File: src/rtl/bit_serial_subtract_pkg.sv
// Shared definitions for the bit-serial subtractor: FSM encoding, default width
// and the counter-sizing helper.
package bit_serial_subtract_pkg;

  localparam int DEFAULT_WIDTH = 8;

  typedef enum logic [1:0] {
    ST_IDLE = 2'd0,
    ST_RUN  = 2'd1,
    ST_DONE = 2'd2
  } state_e;

  // Smallest counter width that can hold w-1 (at least one bit).
  function automatic int cnt_width(input int w);
    return (w > 2) ? $clog2(w) : 1;
  endfunction

endpackage

File: src/rtl/bit_serial_subtract_full_subtract.sv
// One-bit full subtractor cell: diff = a - b - borrowIn, with borrow out.
module full_subtract (
  output logic diff,
  output logic borrowOut,
  input  logic a,
  input  logic b,
  input  logic borrowIn
);

  assign diff      = a ^ b ^ borrowIn;
  assign borrowOut = (~a & b) | (~(a ^ b) & borrowIn);

endmodule

File: src/rtl/bit_serial_subtract.sv
// Bit-serial subtractor: one full_subtract cell processes one bit per RUN cycle,
// LSB first, producing a - b - borrow_in after WIDTH cycles.
module bit_serial_subtract
  import bit_serial_subtract_pkg::*;
#(
  parameter int WIDTH = DEFAULT_WIDTH
) (
  input  logic             clk,
  input  logic             rst_n,
  input  logic             start,
  input  logic [WIDTH-1:0] a_in,
  input  logic [WIDTH-1:0] b_in,
  input  logic             borrow_in,
  output logic             busy,
  output logic             done,
  output logic [WIDTH-1:0] diff_out,
  output logic             borrow_out
);

  localparam int             CNT_W = cnt_width(WIDTH);
  localparam logic [CNT_W-1:0] LAST  = CNT_W'(WIDTH - 1);

  state_e             state_q, state_d;
  logic [WIDTH-1:0]   a_q, a_d;
  logic [WIDTH-1:0]   b_q, b_d;
  logic [WIDTH-1:0]   res_q, res_d;
  logic               borrow_q, borrow_d;
  logic               bout_q, bout_d;
  logic [CNT_W-1:0]   cnt_q, cnt_d;

  logic fs_diff;
  logic fs_borrow;

  full_subtract u_fs (
    .diff      (fs_diff),
    .borrowOut (fs_borrow),
    .a         (a_q[0]),
    .b         (b_q[0]),
    .borrowIn  (borrow_q)
  );

  // NOTE: every *_d and output gets a default first so no path leaves one unassigned, which would infer a latch.
  always_comb begin
    state_d  = state_q;
    a_d      = a_q;
    b_d      = b_q;
    res_d    = res_q;
    borrow_d = borrow_q;
    bout_d   = bout_q;
    cnt_d    = cnt_q;
    busy     = 1'b0;
    done     = 1'b0;

    unique case (state_q)
      ST_IDLE: begin
        if (start) begin
          a_d      = a_in;
          b_d      = b_in;
          borrow_d = borrow_in;
          cnt_d    = '0;
          state_d  = ST_RUN;
        end
      end
      ST_RUN: begin
        busy     = 1'b1;
        a_d      = a_q >> 1;
        b_d      = b_q >> 1;
        res_d    = {fs_diff, res_q[WIDTH-1:1]};
        borrow_d = fs_borrow;
        bout_d   = fs_borrow;
        if (cnt_q == LAST) begin
          cnt_d   = '0;
          state_d = ST_DONE;
        end else begin
          cnt_d = cnt_q + CNT_W'(1);
        end
      end
      ST_DONE: begin
        done = 1'b1;
        // Accepting here gives zero-bubble back-to-back operation; the result
        // register keeps the old value until the new op's first RUN edge.
        if (start) begin
          a_d      = a_in;
          b_d      = b_in;
          borrow_d = borrow_in;
          cnt_d    = '0;
          state_d  = ST_RUN;
        end else begin
          state_d = ST_IDLE;
        end
      end
      default: state_d = ST_IDLE;
    endcase
  end

  // NOTE: sequential state uses non-blocking assignments so all flops update from pre-edge values.
  // NOTE: every register, operands and result included, is reset so outputs are defined and an aborted op leaves no residue.
  always_ff @(posedge clk or negedge rst_n) begin
    if (!rst_n) begin
      state_q  <= ST_IDLE;
      a_q      <= '0;
      b_q      <= '0;
      res_q    <= '0;
      borrow_q <= 1'b0;
      bout_q   <= 1'b0;
      cnt_q    <= '0;
    end else begin
      state_q  <= state_d;
      a_q      <= a_d;
      b_q      <= b_d;
      res_q    <= res_d;
      borrow_q <= borrow_d;
      bout_q   <= bout_d;
      cnt_q    <= cnt_d;
    end
  end

  assign diff_out   = res_q;
  assign borrow_out = bout_q;

endmodule
File: config.mk
export PLATFORM = sky130hd
export DESIGN_NAME = bit_serial_subtract
export DESIGN_NICKNAME = d
export VERILOG_FILES = /design/src/rtl/bit_serial_subtract_pkg.sv /design/src/rtl/bit_serial_subtract_full_subtract.sv /design/src/rtl/bit_serial_subtract.sv
export SDC_FILE = /design/constraint.sdc
export NUM_CORES = 1
export LEC_CHECK = 0
export CAP_MARGIN = 20
export CORE_UTILIZATION = 55
export DETAILED_ROUTE_END_ITERATION = 8
export PLACE_DENSITY = 0.84
export SLEW_MARGIN = 10
export SYNTH_ARGS = -nofsm -noshare
export SYNTH_HDL_FRONTEND = slang
export SYNTH_HIERARCHICAL = 1
export SYNTH_SLANG_ARGS = --single-unit
File: constraint.sdc
create_clock -name clk -period 2.4 [get_ports clk]
set_input_delay 0.48 -clock clk [delete_from_list [all_inputs] [get_ports clk]]
set_output_delay 0.48 -clock clk [all_outputs]
set_load 0.02 [all_outputs]
==> results of run 1 <==
area by class of cell:
cell class,instances,area (µm²)
Clock buffer,6,41.29
Fill cell,210,797.0
Inverter,6,22.52
Multi-Input combinational cell,78,775.7
Sequential cell,31,775.7
Tap cell,31,38.79
Timing Repair Buffer,34,330.3
worst register-to-register path, cell delays in order (launching register included):
cell	delay (ns)
dfrtp_1	0.41
ha_1	0.21
ha_1	0.26
mux2_2	0.25
a22o_1	0.22
through the flow:
stage	hold WS [ns]	utilization
after floorplan	0.1844	-
after global placement	0.4941	0.6986
after detailed placement	0.4946	0.6986
after CTS	0.5148	0.7135
after global routing	0.5382	0.7135
final	0.5141	0.7135
metal layers:
| metal | wire length [µm] | part of all wire |
|---|---|---|
| met3 | 126 | 0.045 |
| met5 | 0 | 0 |
| met2 | 1395 | 0.50 |
| met4 | 23 | 0.0082 |
| met1 | 1264 | 0.45 |
power by group through the flow:
| stage | Clock (mW) | Combinational, mW | Sequential [mW] |
|---|---|---|---|
| finish | 0.259 | 1.16 | 0.956 |
| global route | 0.290 | 1.26 | 0.987 |
| global placement | 0 | 1.12 | 0.944 |
| CTS | 0.269 | 1.18 | 0.958 |
| detailed placement | 0 | 1.17 | 0.967 |
| floorplan | 0 | 0.786 | 1.01 |
worst max-delay path by stage:
stage               depth (start not counted)    to  startpoint
floorplan                                   3  done  state_q[1]
global placement                            3  busy  state_q[1]
detailed placement                          3  busy  state_q[1]
CTS                                         3  busy  state_q[1]
global route                                3  busy  state_q[1]
finish                                      3  busy  state_q[1]
logic make-up after synthesis:
group | after synthesis | synth area share
adder cells (fa/ha/maj) | 3 | 0.02748
AND/OR/NAND/NOR | 12 | 0.04886
multiplexers | 57 | 0.3718
flip-flops | 31 | 0.4733
AO/OA/AOI/OAI | 6 | 0.02520
buffers and inverters | 15 | 0.05343
synth_stat cells, drive strengths merged, types with 2 or more instances:
| master | n |
|---|---|
| dfrtp | 31 |
| nor2 | 2 |
| inv | 6 |
| nand3 | 4 |
| buf | 9 |
| nor2b | 2 |
| ha | 2 |
| mux2i | 47 |
| o21ai | 2 |
| mux2 | 10 |
sequential cells by signal (all words and copies together), names as in the netlist:
signal      flops
borrow_out      1
b_q             8
borrow_q        1
state_q         2
a_q             8
diff_out        8
cnt_q           3
==> flow_summary.json, run 1 <==
{
  "setup_viol": 0,
  "worstMarginPinSlew_ns": 0.3895,
  "setup_tns_ns": 0,
  "cp_data_arrival_time_ns": 1.62,
  "first_pass_iters": 3,
  "antenna_left": 0,
  "cp_cell_sequence": "nand2b_4 > inv_1 > clkdlybuf4s50_1",
  "crit_family": "buffers and inverters",
  "synth_warnings": 6,
  "clk_path_buf_depth": 2,
  "cp-start-kind": "register",
  "reg2reg_to": "cnt_q[2]",
  "postCtsSetupBuffers": 0,
  "numCtsBuffers": 5,
  "power.switching_uw": 850.0,
  "powerDensity_mw_per_mm2": 1197,
  "wire_per_inst_um": 15.10,
  "critical_path.max_stage_delay_ns": 0.60,
  "gp_congestion": 0.7000,
  "instances_no_fill": 186,
  "synth_edf_count": 0,
  "hpwlAfterDp_mm": 1.887,
  "ys_ff_latch": 31,
  "stdcell_area_mm2": 0.001984,
  "grt_max_degree": 32,
  "grt.met1_usage": 0.2283,
  "clk_latency_ns": 0.31,
  "worstSetupPathType": "reg2out",
  "num_antenna_cells": 0,
  "drtIter0Drc": 16,
  "via_count": 1041,
  "period_needed_ns": 2.105,
  "report.final.slew_viol_count": 0,
  "grt_pass1_wl_mm": 4.919,
  "dieArea_mm2": 0.003202,
  "synth_top_cell_by_area": "dfrtp_1",
  "fin_ws_ns": 0.2950,
  "synthArstFlopShare": 1.000,
  "avgSynthCellArea_um2": 13.22,
  "fmax_mhz": 475.1,
  "dieWidth_um": 56.59,
  "overflow": 0,
  "switching_share": 0.3579,
  "hold_viol_final": 0,
  "syn_to_final_growth_pct": 21.07,
  "layout_commonest_cell": "mux2i_1",
  "skew_ns": 0.002778,
  "power_frac_seq": 0.402,
  "hold_path_startpoint": "diff_out[0]",
  "final_cell_mix": "47 x mux2i_1, 31 x dfrtp_1, 30 x clkdlybuf4s50_1",
  "irDropWorstVdd_v": 0.0009275,
  "rrSetupSlack_ns": 0.94,
  "drc": 0,
  "r2r-start": "cnt_q[0]",
  "syn_area_mm2": 0.001639,
  "hold_buffers": 0,
  "nNetsFinal": 179,
  "hp-class": "reg2reg",
  "comb_power_share": 0.489,
  "synth.area.top_cells": "dfrtp_1 47%, mux2i_1 29%, mux2_4 6.4%",
  "r2r_cells": 4,
  "synth_nets": 147,
  "post_cts_resized": 0,
  "ys.flop_type": "dfrtp_1",
  "grt_usage": 0.2021,
  "required_ns": 1.92,
  "synth.distinct_cells": 22,
  "relSlewSlack": 0.7403,
  "cts.htree.levels": 2,
  "place_inst": 180,
  "die_h_um": 56.59,
  "dpl_cell_area_mm2": 0.001943,
  "yosys.area.top_type_share": 0.4733,
  "cts_sinks": 31,
  "grt_pass1_vias": 1120,
  "synth_seq_area_share": 0.4733,
  "drt_wl_total_mm": 2.809,
  "layout-drive-gt1-share": 0.1290,
  "leakagePower_nw": 0.9341,
  "vias_per_cell": 5.597,
  "hold_depth": 1,
  "top_usage_layer": "met2",
  "cellInternalPower_mw": 1.525,
  "clk_pin_slew_ns": 0.08,
  "rsz0062_at_grt": "no",
  "cp-end-kind": "primary output",
  "period_share": 0.8771,
  "antenna_found_initial": 0,
  "clock_power_share": 0.109,
  "cts_tree": "built",
  "core_area_mm2": 0.002781,
  "groute.layer.met2.usage": 0.3597,
  "outcome": "finished, final reports clean",
  "critPathMaxFanout": 12,
  "initial_core_util": 0.5893,
  "io_pins": 31,
  "cts_root_buf": "clkbuf_4",
  "path_buf_inv": 2,
  "grt_util_met3": 0.05069,
  "synth_cells": 124,
  "power_mw": 2.375,
  "maxCapViolations": 0,
  "hold-path-endpoint": "diff_out[0]",
  "slowest_stage": "clkdlybuf4s50_1",
  "pre_cts_slack_ns": 0.6296,
  "portBuffers": 30,
  "num_rows": 19
}
No activity file was read; power rests on OpenSTA's default activity.
==> run 2: changes to the inputs <==
--- a/config.mk
+++ b/config.mk
@@ -6,9 +6,8 @@
 export NUM_CORES = 1
 export LEC_CHECK = 0
 export CAP_MARGIN = 20
-export CORE_UTILIZATION = 55
+export CORE_UTILIZATION = 35
 export DETAILED_ROUTE_END_ITERATION = 8
-export PLACE_DENSITY = 0.84
 export SLEW_MARGIN = 10
 export SYNTH_ARGS = -nofsm -noshare
 export SYNTH_HDL_FRONTEND = slang
==> run 2 against run 1 <==
- non-clock buffer count did not move
- critical path depth did not move
- clock power rose by 58%
- count of clock-buffer cells in the layout did not move
- combinational power barely moved
- die area rose by 55%
- clock skew rose by 0.0014 ns
- cell area rose by 3.7%
- global-route usage fell by 6.3 points
- final cell count rose by 12%
- highest routed layer unchanged
==> flow_summary.json, run 2 (same netlist as run 1, synthesis figures left out) <==
{
  "grt_pass1_vias": 1106,
  "final_cell_mix": "47 x mux2i_1, 31 x dfrtp_1, 30 x clkdlybuf4s50_1",
  "grt_usage": 0.1391,
  "portBuffers": 30,
  "hpwlAfterDp_mm": 1.956,
  "syn_to_final_growth_pct": 25.50,
  "hp-class": "reg2reg",
  "cp-start-kind": "register",
  "hold_path_startpoint": "diff_out[0]",
  "cp-end-kind": "primary output",
  "clk_latency_ns": 0.28,
  "relSlewSlack": 0.7356,
  "slowest_stage": "clkdlybuf4s50_1",
  "place_inst": 201,
  "maxCapViolations": 0,
  "stdcell_area_mm2": 0.002057,
  "power_mw": 2.521,
  "outcome": "finished, final reports clean",
  "r2r_cells": 4,
  "hold_depth": 1,
  "skew_ns": 0.004220,
  "grt_max_degree": 32,
  "antenna_found_initial": 0,
  "hold_viol_final": 0,
  "power.switching_uw": 873.0,
  "drtIter0Drc": 35,
  "nNetsFinal": 179,
  "pre_cts_slack_ns": 0.6424,
  "cts.htree.levels": 2,
  "leakagePower_nw": 0.9570,
  "period_share": 0.8602,
  "critPathMaxFanout": 12,
  "initial_core_util": 0.3713,
  "fin_ws_ns": 0.3356,
  "whs_ns": 0.5170,
  "r2r-start": "cnt_q[0]",
  "cp_cell_sequence": "nand2b_4 > inv_1 > clkdlybuf4s50_1",
  "irDropWorstVdd_v": 0.0003990,
  "drt_wl_total_mm": 2.973,
  "grt_pass1_wl_mm": 5.271,
  "num_rows": 24,
  "cts_root_buf": "clkbuf_8",
  "drc": 0,
  "worstMarginPinSlew_ns": 0.3966,
  "required_ns": 1.92,
  "reg2reg_to": "cnt_q[2]",
  "dieArea_mm2": 0.004960,
  "rrSetupSlack_ns": 0.92,
  "report.final.slew_viol_count": 0,
  "fin_util": 0.4660,
  "cts_sinks": 31,
  "worstSetupPathType": "reg2out",
  "gp_congestion": 0.6885,
  "period_needed_ns": 2.064,
  "setup_viol": 0,
  "postCtsSetupBuffers": 0,
  "wire_per_inst_um": 14.29,
  "power_frac_seq": 0.378,
  "dieWidth_um": 70.43,
  "core_area_mm2": 0.004414,
  "powerDensity_mw_per_mm2": 1226,
  "antenna_left": 0,
  "clk_path_buf_depth": 2,
  "layout_commonest_cell": "mux2i_1",
  "cts_tree": "built",
  "vias_per_cell": 4.923,
  "first_pass_iters": 4,
  "setup_tns_ns": 0,
  "numCtsBuffers": 5,
  "cellInternalPower_mw": 1.648,
  "cp_data_arrival_time_ns": 1.58,
  "num_antenna_cells": 0,
  "comb_power_share": 0.459,
  "io_pins": 31,
  "layout-drive-gt1-share": 0.1410,
  "fmax_mhz": 484.4,
  "via_count": 1024,
  "overflow": 0,
  "switching_share": 0.3463,
  "clk_pin_slew_ns": 0.07,
  "instances_no_fill": 208,
  "clock_power_share": 0.162,
  "hold_buffers": 0,
  "rsz0062_at_grt": "no",
  "post_cts_resized": 0,
  "hold-path-endpoint": "diff_out[0]",
  "die_h_um": 70.43,
  "dpl_cell_area_mm2": 0.001969,
  "critical_path.max_stage_delay_ns": 0.59
}
-- run 2: final cells by class --
cell class / count / area (µm²)
fillers: 401 / 2357
clock inverters: 1 / 5.005
multi-input cells: 78 / 775.7
repair buffers: 34 / 330.3
well taps: 52 / 65.06
inverters: 6 / 22.52
flip-flops and latches: 31 / 775.7
clock buffers: 6 / 82.58
-- run 2: metal layers --
layer	track usage	wire [µm]	share of wire
met5	0	0	0
met4	0.06889	40	0.013
met3	0.04040	122	0.041
met2	0.2328	1454	0.49
met1	0.1611	1356	0.46
-- run 2: power groups by stage --
stage	clock, mW	combinational [mW]	sequential (mW)
floorplan	0	0.786	1.01
global placement	0	1.13	0.944
detailed placement	0	1.18	0.967
CTS	0.422	1.18	0.961
global route	0.449	1.26	0.997
finish	0.410	1.16	0.954
-- run 2: worst max-delay path by stage --
stage	from	end	slack [ns]	depth (start not counted)
finish	state_q[1]	busy	0.34	3
global route	state_q[1]	busy	0.24	3
CTS	state_q[1]	busy	0.32	3
detailed placement	state_q[1]	busy	0.64	3
global placement	state_q[1]	busy	0.66	3
floorplan	state_q[1]	done	0.93	3
-- run 2: worst max-delay path, delay by kind of cell, from the launching register on --
family	cells	cell delay, ns
buffers and inverters	2	0.67
AND/OR/NAND/NOR	1	0.23
flip-flops	1	0.40
==> run 3: changes to the inputs <==
--- a/config.mk
+++ b/config.mk
@@ -8,6 +8,7 @@
 export CAP_MARGIN = 20
 export CORE_UTILIZATION = 35
 export DETAILED_ROUTE_END_ITERATION = 8
+export MAX_ROUTING_LAYER = met4
 export SLEW_MARGIN = 10
 export SYNTH_ARGS = -nofsm -noshare
 export SYNTH_HDL_FRONTEND = slang
==> run 3 against run 2 <==
- critical path depth is the same
- sequential power is essentially flat
- critical endpoint unchanged
- hold slack is essentially flat
==> flow_summary.json, run 3 (same netlist as run 1, synthesis figures left out) <==
{
  "outcome": "finished, final reports clean",
  "num_rows": 24,
  "powerDensity_mw_per_mm2": 1226,
  "required_ns": 1.92,
  "cp-end-kind": "primary output",
  "clk_path_buf_depth": 2,
  "leakagePower_nw": 0.9570,
  "power_frac_seq": 0.378,
  "fin_ws_ns": 0.3370,
  "drtIter0Drc": 31,
  "antenna_left": 0,
  "drc": 0,
  "drt_wl_total_mm": 2.960,
  "fmax_mhz": 484.7,
  "report.final.slew_viol_count": 0,
  "cts_root_buf": "clkbuf_8",
  "switching_share": 0.3463,
  "comb_power_share": 0.459,
  "initial_core_util": 0.3713,
  "instances_no_fill": 208,
  "clock_power_share": 0.163,
  "layout_commonest_cell": "mux2i_1",
  "multi_input_area_um2": 775.7,
  "numCtsBuffers": 5,
  "cp_data_arrival_time_ns": 1.58,
  "power.switching_uw": 872.9,
  "gp_congestion": 0.6957,
  "cellInternalPower_mw": 1.648,
  "layout-drive-gt1-share": 0.1410,
  "dieArea_mm2": 0.004960,
  "io_pins": 31,
  "seq_area_um2": 775.7,
  "period_needed_ns": 2.063,
  "postCtsSetupBuffers": 0,
  "clk_latency_ns": 0.28,
  "nNetsFinal": 179,
  "grt_pass1_wl_mm": 5.285,
  "num_antenna_cells": 0,
  "wire_per_inst_um": 14.23,
  "irDropWorstVdd_v": 0.0003989,
  "slowest_stage": "clkdlybuf4s50_1",
  "rsz0062_at_grt": "no",
  "grt_pass1_vias": 1102,
  "vias_per_cell": 4.947,
  "hold_buffers": 0,
  "final_cell_mix": "47 x mux2i_1, 31 x dfrtp_1, 30 x clkdlybuf4s50_1",
  "skew_ns": 0.004965,
  "overflow": 0,
  "period_share": 0.8596,
  "cts_sinks": 31,
  "grt_usage": 0.1430,
  "via_count": 1029,
  "pre_cts_slack_ns": 0.6424,
  "hold_viol_final": 0,
  "syn_to_final_growth_pct": 25.50,
  "worstSetupPathType": "reg2out",
  "hpwlAfterDp_mm": 1.956,
  "cp-start-kind": "register",
  "die_h_um": 70.43,
  "fillerInstances": 401,
  "worstMarginPinSlew_ns": 0.3951,
  "place_inst": 201,
  "clk_pin_slew_ns": 0.07,
  "first_pass_iters": 4,
  "setup_viol": 0,
  "post_cts_resized": 0,
  "critPathMaxFanout": 12,
  "setup_tns_ns": 0,
  "antenna_found_initial": 0,
  "relSlewSlack": 0.7366,
  "cp_cell_sequence": "nand2b_4 > inv_1 > clkdlybuf4s50_1",
  "maxCapViolations": 0,
  "cts_tree": "built",
  "portBuffers": 30,
  "cts.htree.levels": 2,
  "hp-class": "reg2reg",
  "critical_path.max_stage_delay_ns": 0.59,
  "core_area_mm2": 0.004414,
  "grt_max_degree": 32,
  "dieWidth_um": 70.43
}
-- run 3: metrics by stage --
stage,instance area [µm²],hold slack [ns],utilization,power [mW]
2_1_floorplan,1639,0.1844,-,1.797
3_5_place_dp,1969,0.5017,0.4461,2.142
4_1_cts,2057,0.5176,0.4660,2.562
5_1_grt,2057,0.5216,0.4660,2.709
6_report,2057,0.5171,0.4660,2.521
3_3_place_gp,1969,0.4939,0.4461,2.070
-- run 3: cell type report --
| type | instances | share of cell area |
|---|---|---|
| clock inverters | 1 | 0.002433 |
| inverters | 6 | 0.01095 |
| multi-input cells | 78 | 0.3771 |
| clock buffers | 6 | 0.04015 |
| flip-flops and latches | 31 | 0.3771 |
| repair buffers | 34 | 0.1606 |
| well taps | 52 | 0.03163 |
-- run 3: power by group through the flow --
stage	clock network (mW)	registers (mW)	logic [mW]
after floorplan	0	1.01	0.786
after global placement	0	0.944	1.13
after detailed placement	0	0.967	1.18
after CTS	0.422	0.961	1.18
after global routing	0.451	0.997	1.26
final	0.410	0.954	1.16
-- run 3: routing by layer --
layer	track usage	up-vias	share of wire	routed length, µm
met2	0.2328	26	0.49	1438
met5	-	-	0	0
met1	0.1611	501	0.46	1353
li1	-	498	-	-
met4	0.04889	0	0.0084	25
met3	0.05339	4	0.048	142
-- run 3: critical path, delay by kind of cell (launching register included) --
| family | cells | cell delay, ns |
|---|---|---|
| buf+inv | 2 | 0.67 |
| simple gates | 1 | 0.23 |
| flops | 1 | 0.40 |
-- run 3: worst paths after layout --
| kind | start | endpoint | slack (ns) | cells after the start |
|---|---|---|---|---|
| max in group asynchronous | rst_n | b_q[4] | 1.52 | 2 |
| setup reg to reg | cnt_q[0] | cnt_q[2] | 0.92 | 4 |
| hold reg to reg | diff_out[0] | diff_out[0] | 0.52 | 1 |
| setup / recovery | state_q[1] | busy | 0.34 | 3 |
| hold / removal | diff_out[0] | diff_out[0] | 0.52 | 1 |
| min in group asynchronous | rst_n | diff_out[1] | 0.59 | 2 |
